## config.mk

```make
export PLATFORM = sky130hd
export DESIGN_NAME = placar_multi_flat
export DESIGN_NICKNAME = d
export VERILOG_FILES = /design/src/rtl/placar_pkg.sv /design/src/rtl/placar_multi_if.sv /design/src/rtl/edge_detector_s.sv /design/src/rtl/placar_multi.sv /design/src/flat_wrapper.sv
export SDC_FILE = /design/constraint.sdc
export NUM_CORES = 1
export LEC_CHECK = 0
export CAP_MARGIN = 30
export CORE_MARGIN = 10
export CORE_UTILIZATION = 60
export DETAILED_ROUTE_END_ITERATION = 10
export PLACE_DENSITY = 0.84
export SLEW_MARGIN = 0
export SYNTH_ARGS = -nofsm -noshare
export SYNTH_HDL_FRONTEND = slang
export SYNTH_SLANG_ARGS = --single-unit
```

## constraint.sdc

```tcl
create_clock -name clock -period 4.58 [get_ports clock]
set_input_delay 0.916 -clock clock [delete_from_list [all_inputs] [get_ports clock]]
set_output_delay 0.916 -clock clock [all_outputs]
set_load 0.1 [all_outputs]
```

## src/rtl/placar_pkg.sv

```systemverilog
// Shared types for the multi-player scoreboard: FSM state and score type.
package placar_pkg;

    typedef enum logic {
        PLAYING = 1'b0,
        OVER    = 1'b1
    } state_e;

    typedef logic [3:0] score_t;

    // True when more than one bit of a (zero-padded) winner mask is set.
    function automatic logic more_than_one(input logic [3:0] mask);
        return (mask & (mask - 4'd1)) != 4'd0;
    endfunction

endpackage

```

## src/rtl/placar_multi_if.sv

```systemverilog
// Player-facing bus of the scoreboard: round-won inputs, restart, and display/status outputs.
interface placar_multi_if #(
    parameter int N_PLAYERS  = 2,
    parameter int WIN_POINTS = 7
);
    logic [N_PLAYERS-1:0]            vic;
    logic                            new_game;
    logic [N_PLAYERS*WIN_POINTS-1:0] LED;
    logic [N_PLAYERS*4-1:0]          score;
    logic                            game_over;
    logic [N_PLAYERS-1:0]            winner;
    logic                            tie;
    logic [N_PLAYERS-1:0]            point;

    modport master (
        output vic, new_game,
        input  LED, score, game_over, winner, tie, point
    );

    modport slave (
        input  vic, new_game,
        output LED, score, game_over, winner, tie, point
    );
endinterface

```

## src/rtl/edge_detector_s.sv

```systemverilog
// Rising-edge detector for one player's round-won level. The shared armed flag
// suppresses the very first cycle after reset so a level held through reset
// release only primes the history register.
module edge_detector_s (
    input  logic clock,
    input  logic reset,
    input  logic armed,
    input  logic d,
    output logic rise
);
    logic prev_q;
    logic prev_d;

    // History always follows the input, whatever the match state.
    always_comb begin
        prev_d = d;
    end

    // Previous-level register.
    always_ff @(posedge clock or posedge reset) begin
        if (reset) begin
            prev_q <= 1'b0;
        end else begin
            prev_q <= prev_d;
        end
    end

    assign rise = armed & d & ~prev_q;
endmodule

```

## src/rtl/placar_multi.sv

```systemverilog
// Multi-player point scoreboard with thermometer LED display, win/tie detection
// and blinking of the winner segments once the match is over.
module placar_multi
    import placar_pkg::*;
#(
    parameter int N_PLAYERS  = 2,
    parameter int WIN_POINTS = 7,
    parameter int BLINK_DIV  = 25_000_000
) (
    input  logic          clock,
    input  logic          reset,
    placar_multi_if.slave bus
);
    localparam int            NW        = N_PLAYERS * WIN_POINTS;
    localparam int            CW        = $clog2(BLINK_DIV);
    localparam score_t        WIN_SCORE = score_t'(WIN_POINTS);
    localparam logic [CW-1:0] CNT_LAST  = CW'(BLINK_DIV - 1);
    localparam logic [NW-1:0] LED_ONE   = NW'(1);
    localparam logic [NW-1:0] SEG_ONES  = NW'((1 << WIN_POINTS) - 1);

    state_e                       state_q, state_d;
    score_t [N_PLAYERS-1:0]       score_q, score_d;
    logic   [NW-1:0]              led_q, led_d;
    logic   [N_PLAYERS-1:0]       winner_q, winner_d;
    logic                         tie_q, tie_d;
    logic   [N_PLAYERS-1:0]       point_q, point_d;
    logic   [CW-1:0]              cnt_q, cnt_d;
    logic                         phase_q, phase_d;
    logic                         armed_q, armed_d;

    logic   [N_PLAYERS-1:0]       rise;
    logic   [N_PLAYERS-1:0]       win_now;
    logic   [3:0]                 win_pad;
    logic   [NW-1:0]              blink_mask;

    for (genvar g = 0; g < N_PLAYERS; g++) begin : g_edge
        edge_detector_s u_edge (
            .clock (clock),
            .reset (reset),
            .armed (armed_q),
            .d     (bus.vic[g]),
            .rise  (rise[g])
        );
    end

    // Next-state logic: restart has priority, then scoring while playing, then blink timing when over.
    always_comb begin
        state_d  = state_q;
        score_d  = score_q;
        led_d    = led_q;
        winner_d = winner_q;
        tie_d    = tie_q;
        point_d  = '0;
        cnt_d    = cnt_q;
        phase_d  = phase_q;
        armed_d  = 1'b1;
        win_now  = '0;
        win_pad  = '0;

        if (bus.new_game) begin
            state_d  = PLAYING;
            score_d  = '0;
            led_d    = '0;
            winner_d = '0;
            tie_d    = 1'b0;
            cnt_d    = '0;
            phase_d  = 1'b0;
        end else if (state_q == PLAYING) begin
            cnt_d = '0;
            for (int i = 0; i < N_PLAYERS; i++) begin
                if (rise[i] && (score_q[i] < WIN_SCORE)) begin
                    score_d[i] = score_q[i] + score_t'(1);
                    led_d      = led_d | (LED_ONE << (i * WIN_POINTS + int'(score_q[i])));
                    point_d[i] = 1'b1;
                end
                win_now[i] = (score_d[i] == WIN_SCORE);
            end
            if (|win_now) begin
                state_d                 = OVER;
                winner_d                = win_now;
                win_pad[N_PLAYERS-1:0]  = win_now;
                tie_d                   = more_than_one(win_pad);
                cnt_d                   = '0;
                phase_d                 = 1'b1;
            end
        end else begin
            if (cnt_q == CNT_LAST) begin
                cnt_d   = '0;
                phase_d = ~phase_q;
            end else begin
                cnt_d = cnt_q + CW'(1);
            end
        end
    end

    // State registers, all cleared asynchronously by reset.
    always_ff @(posedge clock or posedge reset) begin
        if (reset) begin
            state_q  <= PLAYING;
            score_q  <= '0;
            led_q    <= '0;
            winner_q <= '0;
            tie_q    <= 1'b0;
            point_q  <= '0;
            cnt_q    <= '0;
            phase_q  <= 1'b0;
            armed_q  <= 1'b0;
        end else begin
            state_q  <= state_d;
            score_q  <= score_d;
            led_q    <= led_d;
            winner_q <= winner_d;
            tie_q    <= tie_d;
            point_q  <= point_d;
            cnt_q    <= cnt_d;
            phase_q  <= phase_d;
            armed_q  <= armed_d;
        end
    end

    // Mask covering every segment that belongs to a winner.
    always_comb begin
        blink_mask = '0;
        for (int i = 0; i < N_PLAYERS; i++) begin
            if (winner_q[i]) begin
                blink_mask = blink_mask | (SEG_ONES << (i * WIN_POINTS));
            end
        end
    end

    assign bus.LED       = ((state_q == OVER) && !phase_q) ? (led_q & ~blink_mask) : led_q;
    assign bus.score     = score_q;
    assign bus.game_over = (state_q == OVER);
    assign bus.winner    = winner_q;
    assign bus.tie       = tie_q;
    assign bus.point     = point_q;
endmodule

```

## src/flat_wrapper.sv

```systemverilog
// flat-port wrapper written by rule: the top's interface ports become plain ports
module placar_multi_flat import placar_pkg::*;
#(
    parameter int N_PLAYERS  = 2,
    parameter int WIN_POINTS = 7,
    parameter int BLINK_DIV  = 25_000_000
)
  (clock, reset, bus_vic, bus_new_game, bus_LED, bus_score, bus_game_over, bus_winner, bus_tie, bus_point);
  placar_multi_if #(.N_PLAYERS(N_PLAYERS), .WIN_POINTS(WIN_POINTS)) bus_i ();
  input  logic clock;
  input  logic reset;
  input wire logic [$bits(bus_i.vic)-1:0] bus_vic;
  input wire logic [$bits(bus_i.new_game)-1:0] bus_new_game;
  output wire logic [$bits(bus_i.LED)-1:0] bus_LED;
  output wire logic [$bits(bus_i.score)-1:0] bus_score;
  output wire logic [$bits(bus_i.game_over)-1:0] bus_game_over;
  output wire logic [$bits(bus_i.winner)-1:0] bus_winner;
  output wire logic [$bits(bus_i.tie)-1:0] bus_tie;
  output wire logic [$bits(bus_i.point)-1:0] bus_point;
  assign bus_i.vic = bus_vic;
  assign bus_i.new_game = bus_new_game;
  assign bus_LED = bus_i.LED;
  assign bus_score = bus_i.score;
  assign bus_game_over = bus_i.game_over;
  assign bus_winner = bus_i.winner;
  assign bus_tie = bus_i.tie;
  assign bus_point = bus_i.point;
  placar_multi #(.N_PLAYERS(N_PLAYERS), .WIN_POINTS(WIN_POINTS), .BLINK_DIV(BLINK_DIV)) u_core (.clock(clock), .reset(reset), .bus(bus_i));
endmodule
```

**Word-level counts from Yosys, hierarchy flattened**

Index checks and enable logic that the tools add are counted.

- $add $sub $neg: 5
- Order comparisons: 2
- Equal/unequal tests: 5
- Shifts and indexed selects: 2
- Mux-type cells: 37
- Bitwise logic cells: 12
- Reduce and logical (&&, ||, !) cells: 10

Operators with widths:

| cell | count |
|---|---|
| $mux W14 | 8 |
| $mux W25 | 3 |
| $shl A1 B32 Y14 const A | 1 |
| $or A14 B14 Y14 | 2 |
| $add A25 B1 Y25 const B | 1 |
| $eq A25 B25 Y1 const B | 1 |
| $mux W4 | 6 |
| $mux W8 | 2 |
| $and A14 B14 Y14 | 1 |
| $not A14 Y14 | 1 |
| $shl A1 B4 Y14 const A | 1 |
| $mux W1 | 12 |
| $mux W2 | 5 |
| $add A4 B1 Y4 const B | 2 |
| $eq A4 B3 Y1 const B | 2 |
| $lt A4 B3 Y1 const B | 2 |
| $mux W7 | 1 |
| $add A3 B4 Y5 const A | 1 |
| $and A1 B1 Y1 | 4 |
| $and A2 B4 Y4 | 1 |
| $reduce_and A2 Y1 | 2 |
| $reduce_bool A4 Y1 | 1 |
| $logic_and A1 B1 Y1 | 3 |
| $ne A3 B3 Y1 const B | 1 |
| 7 further kinds | 9 |

- Bits in registers: 57
- Input bits: 5
- Output and inout port bits: 28
- Logic and storage cells: 85

**Logic depth before layout (Yosys ltp)**

Gate-level depths: netlist of the first run.

- Word-level depth: 13
- Mapped depth: 7
- Mapped depth without buffers: 7

**Hierarchy**

From an unflattened synthesis of the first run, not the netlist that was laid out.

- Cells, all modules: 309
- Area, all modules: 3001.6 µm²

By module, submodules not included:

| module | times used | cells an instance | area an instance (µm²) | seq. area each (µm²) |
|---|---|---|---|---|
| placar_multi | 1 | 303 | 2926.6 | 1376.3 |
| edge_detector_s | 2 | 3 | 37.5 | 25.0 |

**Worst setup path after synthesis of the first run**

Ideal clock, no wire load.

- Path type: register to output
- Start point: register u_core.state_q (netlist: u_core.bus.game_over)
- End point: output port bus_LED[12]
- Arrival: 2.667 ns
- Data required time: 3.664 ns
- Path slack: 0.997 ns
- Stages on the path, launching flop included: 4
- Buffers on the path: 0
- Cell sequence: dfrtp_1 -> inv_1 -> nor2_1 -> a21oi_1

- Cells in the longest elaborated chain, start to end: 2

RTL lines:

| item | RTL line | text |
|---|---|---|
| start: declaration | placar_multi.sv:21 | `state_e state_q, state_d;` |
| start signal: assignment | placar_multi.sv:109 | `state_q <= state_d;` |
| $logic_and A1 B1 Y1 | placar_multi.sv:131 | `assign bus.LED = ((state_q == OVER) && !phase_q) ? (led_q & ~blink_mask) : led_q;` |
| $mux W14 | placar_multi.sv:131 |  |
| end: declaration | flat_wrapper.sv:14 | `output wire logic [$bits(bus_i.LED)-1:0] bus_LED;` |

No other way between the ends.

**Worst setup path after layout of the first run**

- Start point: register u_core.state_q (netlist: u_core.bus.game_over)
- End point: output port bus_LED[3]

The elaborated chain is that of the path after synthesis.

==> flow_summary.json, run 1 <==
{
  "outcome": "finished clean",
  "final_ant_viol_nets": 0,
  "path_delay_family": "buffers and inverters",
  "ys_async_sr_fraction": 1.00,
  "sink_count_of_the_clock_tree": 57,
  "grt_start_max_net_pins": 45,
  "setup_viol": 0,
  "synth_simple_gate_area_share": 0.218,
  "routed-via-count": 2328,
  "synthDominantAreaCellType": "dfrtp_1",
  "worst-path-stages": 5,
  "fin_area_um2": 3530,
  "filler_cell_count": 345,
  "critical_path.cell_chain": "inv_1, nor2_1, nand2_1, and2_1, clkdlybuf4s50_1",
  "inserted_clock_buffers": 9,
  "regToRegSetupSlack_ns": 2.10,
  "yosysSeqAreaShare": 0.483,
  "place.detailed.hpwl_mm": 4.53,
  "crit_required_ns": 3.66,
  "drt_first_iter_violations": 254,
  "clkSlewWorstSetupHoldPaths_ns": 0.06,
  "ioPinCount": 33,
  "final.hold.worst_slack_ns": 0.480,
  "worstRegToRegCells": 7,
  "tightestPinTransition_ns": 1.00,
  "synth_compound_area_frac": 0.115,
  "ys.warnings.count": 0,
  "die_width_um": 90.1,
  "crit_path_buf_inv_count": 2,
  "vias_per_cell": 5.72,
  "cp-end-kind": "output port",
  "ys_seq_elements": 57,
  "initial_utilization": 0.621,
  "timing.fmax_ghz": 0.277,
  "total_leakage_power_nw": 1.42,
  "layout-area-overhead-vs-synth_pct": 19.7,
  "cts_tree": "yes",
  "yosys.area_share.xor_xnor": 0.0742,
  "grt_first_pass_wirelength_mm": 11.2,
  "critical_path_arrival_ns": 2.70,
  "cts.hold.buffers_added": 0,
  "slew-limit-headroom": 0.330,
  "drv.max_cap_violation_count": 0,
  "synth_commonest_cells": "dfrtp_1, nor2_1, xnor2_1",
  "clk_root_buffer_cell": "clkbuf_8",
  "worstReg2RegStart": "u_core.bus.score[4]",
  "timing.rr.end": "u_core.bus.tie",
  "layout-drive-gt1-share": 0.0765,
  "timing.critical_path.from": "u_core.bus.game_over",
  "max-vdd-ir-drop_mv": 0.203,
  "cts_max_level": 3,
  "gpl.final_weighted_congestion": 0.830,
  "clock_latency_ns": 0.34,
  "clock_skew_ns": 0.00827,
  "placementRows": 25,
  "timing.critical_path.to": "bus_LED[3]",
  "timing.final.hold_violations": 0,
  "wire_per_inst_um": 16.3,
  "fin_nets": 354,
  "synth.net_count": 318,
  "fp.dieArea_um2": 8120,
  "resize_count_post_cts": 0,
  "post-cts-setup-buffers": 0,
  "detailed_place.area_um2": 3340,
  "count_of_flip_flops_with_a_built_in_enable_after_synthesis": 0,
  "synth_top_family_by_area": "simple AND/OR/NAND/NOR gates",
  "synth_top_area_frac": 0.483,
  "rsz_0062_raised_after_global_routing": "no",
  "slowest_stage": "clkdlybuf4s50_1",
  "syn_area_um2": 2950,
  "final_period_minus_worst_setup_slack_ns": 3.61,
  "cp-start-kind": "flip-flop",
  "number_of_buffers_on_the_longest_clock_path": 2,
  "pwr_density_cell_nw_per_um2": 298,
  "drc_errors": 0,
  "drt_wl_total_mm": 6.64,
  "multi_input_comb_area_um2": 1400,
  "yosysMostFrequentCell": "dfrtp_1",
  "crit_path_max_fanout": 9,
  "sequential_cell_area_um2": 1430,
  "yosys.area_share.adder": 0.0551,
  "slew_viol_final": 0,
  "number_of_optimization_iterations_in_the_first_detailed_route_pass": 5,
  "grt_use_total": 0.170,
  "die_h_um": 90.1,
  "yosys-mux-area-fraction": 0.0119,
  "synth-main-ff-cell": "dfrtp_1",
  "fin_tns_setup_ns": 0,
  "postSynthAreaPerCell_um2": 9.83,
  "type_of_the_most_critical_hold_path": "reg2reg",
  "global_route.overflow_total": 0,
  "period_share": 0.789,
  "placeableCoreArea_um2": 4750,
  "timing_worst_setup_path_type": "reg2out",
  "antennaDiodeCount": 0,
  "holdPathStages": 1,
  "first_global_vias": 2293,
  "placement.io_buffers": 32,
  "synth_cell_types": 47,
  "synth_cells": 300,
  "antenna_found_initial": 0,
  "cp_slowest_stage_delay_ns": 0.96,
  "yosys-top-cells-area": "dfrtp_1, xnor2_1, ha_1, nor2_1, and2_1"
}
[stage by stage]
step	utilization	power, mW	setup slack [ns]	cells
floorplan	-	0.574	0.997	300
global placement	0.702	0.596	1.45	392
detailed placement	0.702	0.596	1.31	392
CTS	0.743	1.06	0.922	407
global route	0.743	1.09	0.757	407
finish	0.743	1.05	0.965	407
[logic make-up after synthesis]
kind of cell	Yosys count
AND/OR/NAND/NOR	126
flip-flops	57
AO/OA/AOI/OAI	44
buffers and inverters	31
XOR/XNOR	25
adder cells (fa/ha/maj)	13
multiplexers	3
other	1
[cells in the final DEF, fill, tap and decap left out, types with 2 or more instances in the layout]
cell type and count:
a21oi_1 6, a22o_1 5, a22oi_1 5, a31oi_1 2
a32oi_1 3, and2_1 15, and3_2 2, buf_4 3
clkbuf_8 11, clkdlybuf4s50_1 32, clkinv_2 2, dfrtp_1 57
ha_1 13, inv_1 20, mux2i_1 2, nand2_1 15
nand2b_1 3, nand3_1 13, nand4_1 6, nor2_1 43
nor3_1 12, nor4_1 6, o21ai_0 4, o2bb2ai_1 8
o32ai_1 2, xnor2_1 22, xor2_1 3
[worst min-delay path by stage]
stage                               start               to
final                     u_core.led_q[5]  u_core.led_q[5]
after global routing      u_core.led_q[3]  u_core.led_q[3]
after CTS                 u_core.led_q[0]  u_core.led_q[0]
after detailed placement  u_core.led_q[0]  u_core.led_q[0]
after global placement    u_core.led_q[1]  u_core.led_q[1]
after floorplan           u_core.led_q[0]  u_core.led_q[0]
[registers in the layout, indices dropped and copies added (netlist names)]
name	count
u_core.armed_q	1
u_core.bus.score	8
u_core.bus.winner	2
u_core.cnt_q	25
u_core.bus.tie	1
u_core.bus.game_over	1
u_core.g_edge.u_edge.prev_q	2
u_core.bus.point	2
u_core.phase_q	1
u_core.led_q	14
[worst reg2reg max path, delay by kind of cell (launching register included)]
| kind | cells | cell delay, ns |
|---|---|---|
| AO/OA/AOI/OAI | 2 | 0.65 |
| buffers and inverters | 2 | 0.20 |
| AND/OR/NAND/NOR | 2 | 0.66 |
| flip-flops | 1 | 0.55 |
| adder cells (fa/ha/maj) | 1 | 0.34 |
[area by class of cell]
type / count / area share
flip-flops and latches: 57 / 0.404
clock buffers: 12 / 0.0439
clock inverters: 3 / 0.0113
repair buffers: 35 / 0.0971
multi-input cells: 212 / 0.398
inverters: 21 / 0.0223
well taps: 67 / 0.0237
[power by group]
group,switching (mW),internal [mW]
combinational,0.0559,0.0186
clock,0.189,0.276
sequential,0.00480,0.508
[metal layers]
layer,track usage,part of all wire,vias up
met2,0.258,0.46,78
met4,0.0782,0.020,0
met5,0,0,-
li1,-,-,1110
met1,0.209,0.46,1126
met3,0.0632,0.059,14
Power figures use the tool's default switching activity.
==> inputs of run 2 (changes only) <==
- CORE_UTILIZATION: 60 -> 51
- PLACE_DENSITY: 0.84 -> 0.76
- clock period: 4.58 -> 3.25 ns (I/O delays scaled with it)
==> run 2 against run 1 <==
Wire length shrank 5.5%. Sequential share of layout area up 1.0 points. Sequential power grew 41%. Via count shrank 3.0%. Largest cell class unchanged. Die area grew 14%. Register-to-register slack got worse by 1.3 ns. Cell count up 1.2%. Clock skew about the same. Combinational power up 39%. First-iteration DRC count fell by 53%.
==> flow_summary.json, run 2 (synthesized netlist as in run 1, its figures left out) <==
{
  "wire_per_inst_um": 15.2,
  "clock_skew_ns": 0.00810,
  "p_total_mw": 1.39,
  "grt_use_total": 0.148,
  "crit_path_max_fanout": 9,
  "fp.dieArea_um2": 9230,
  "period_share": 0.829,
  "placeableCoreArea_um2": 5570,
  "mostFrequentLayoutCells": "dfrtp_1, nor2_1, buf_4",
  "sink_count_of_the_clock_tree": 57,
  "slew_viol_final": 0,
  "grt_start_max_net_pins": 58,
  "place.detailed.hpwl_mm": 4.50,
  "global_route.overflow_total": 0,
  "max-vdd-ir-drop_mv": 0.330,
  "layout-drive-gt1-share": 0.153,
  "resize_count_post_cts": 0,
  "fin_nets": 355,
  "number_of_optimization_iterations_in_the_first_detailed_route_pass": 4,
  "drc_errors": 0,
  "layout-area-overhead-vs-synth_pct": 16.7,
  "finish.utilization": 0.618,
  "timing.fmax_ghz": 0.371,
  "ioPinCount": 33,
  "antenna_found_initial": 0,
  "timing_worst_setup_path_type": "reg2out",
  "gpl.final_weighted_congestion": 0.817,
  "die_width_um": 96.1,
  "clk_root_buffer_cell": "clkbuf_8",
  "critical_path_arrival_ns": 2.04,
  "post-cts-setup-buffers": 0,
  "final_period_minus_worst_setup_slack_ns": 2.69,
  "drt_first_iter_violations": 119,
  "first_global_vias": 2286,
  "clock_latency_ns": 0.33,
  "drt_wl_total_mm": 6.28,
  "largest_register_ff_count": 25,
  "placement.io_buffers": 32,
  "antennaDiodeCount": 0,
  "type_of_the_most_critical_hold_path": "reg2reg",
  "regToRegSetupSlack_ns": 0.84,
  "regMostFlops": "u_core.cnt_q",
  "number_of_buffers_on_the_longest_clock_path": 2,
  "slowest_stage": "dfrtp_1",
  "pwr_density_cell_nw_per_um2": 403,
  "timing.final.hold_violations": 0,
  "cp_slowest_stage_delay_ns": 0.50,
  "cp-start-kind": "flip-flop",
  "clkSlewWorstSetupHoldPaths_ns": 0.06,
  "crit_path_buf_inv_count": 2,
  "critical_path.cell_chain": "inv_1, nor2_1, nand2_1, and2_1, buf_4",
  "slew-limit-headroom": 0.529,
  "placementRows": 27,
  "rsz_0062_raised_after_global_routing": "no",
  "grt_first_pass_wirelength_mm": 10.8,
  "filler_cell_count": 498,
  "final_ant_viol_nets": 0,
  "tightestPinTransition_ns": 0.707,
  "final_common_cell": "dfrtp_1",
  "cts_tree": "yes",
  "path_delay_family": "simple AND/OR/NAND/NOR gates",
  "setup_viol": 0,
  "cts.hold.buffers_added": 0,
  "drv.max_cap_violation_count": 0,
  "die_h_um": 96.1,
  "cp-end-kind": "output port",
  "crit_required_ns": 2.60,
  "outcome": "finished clean",
  "routed-via-count": 2258,
  "initial_utilization": 0.529,
  "vias_per_cell": 5.48,
  "cts_max_level": 3,
  "inserted_clock_buffers": 9,
  "total_leakage_power_nw": 1.46
}
## run 2: changes by cell type in the layout (fill, tap and decap cells not counted)
cell / before / now
clkbuf_1: 1 / 3
bufinv_16: 1 / 0
buf_4: 3 / 32
clkinv_2: 2 / 0
clkdlybuf4s50_1: 32 / 4
## run 2: metal layers
| metal | routed length [µm] | vias to the layer above | GRT usage | part of all wire |
|---|---|---|---|---|
| li1 | - | 1111 | - | - |
| met1 | 2750 | 1089 | 0.177 | 0.44 |
| met2 | 3030 | 42 | 0.239 | 0.48 |
| met3 | 334 | 16 | 0.0374 | 0.053 |
| met4 | 163 | 0 | 0.0799 | 0.026 |
| met5 | 0 | - | 0 | 0 |
## run 2: final timing paths
| path | endpoint | cells past startpoint | from |
|---|---|---|---|
| min | u_core.led_q[6] | 1 | u_core.led_q[6] |
| min reg2reg | u_core.led_q[6] | 1 | u_core.led_q[6] |
| max in group asynchronous | u_core.led_q[8] | 3 | reset |
| max reg2reg | u_core.bus.tie | 7 | u_core.bus.score[4] |
| min in group asynchronous | u_core.bus.point[0] | 3 | reset |
| max | bus_LED[1] | 5 | u_core.bus.game_over |
## run 2: worst reg2reg max path, stage by stage (launching register included)
cell	delay, ns
dfrtp_1	0.54
inv_1	0.16
ha_1	0.33
inv_1	0.04
or4_1	0.55
a2111oi_2	0.43
nand2b_1	0.10
a31oi_1	0.17
## run 2: cell type report
type,count,area [µm²],share of cell area
inverter,21,78.8,0.0229
sequential,57,1430,0.414
timing repair buffer,36,280,0.0814
clock buffer,14,163,0.0473
multi-input combinational,212,1400,0.408
tap,72,90.1,0.0262
## run 2: metrics by stage
stage | area, µm² | hold WS [ns] | cells | setup WS, ns | TNS [ns]
2_1_floorplan | 2950 | 0.447 | 300 | -0.0667 | -0.133
3_3_place_gp | 3280 | 0.469 | 398 | 0.675 | 0
3_5_place_dp | 3280 | 0.470 | 398 | 0.655 | 0
4_1_cts | 3440 | 0.485 | 412 | 0.535 | 0
5_1_grt | 3440 | 0.501 | 412 | 0.396 | 0
6_report | 3440 | 0.479 | 412 | 0.557 | 0
## run 2: power by group
group	switching (mW)	leakage [nW]	internal, mW
sequential	0.00639	0.788	0.716
clock	0.250	0.0826	0.311
combinational	0.0787	0.594	0.0255
total	0.335	1.46	1.05
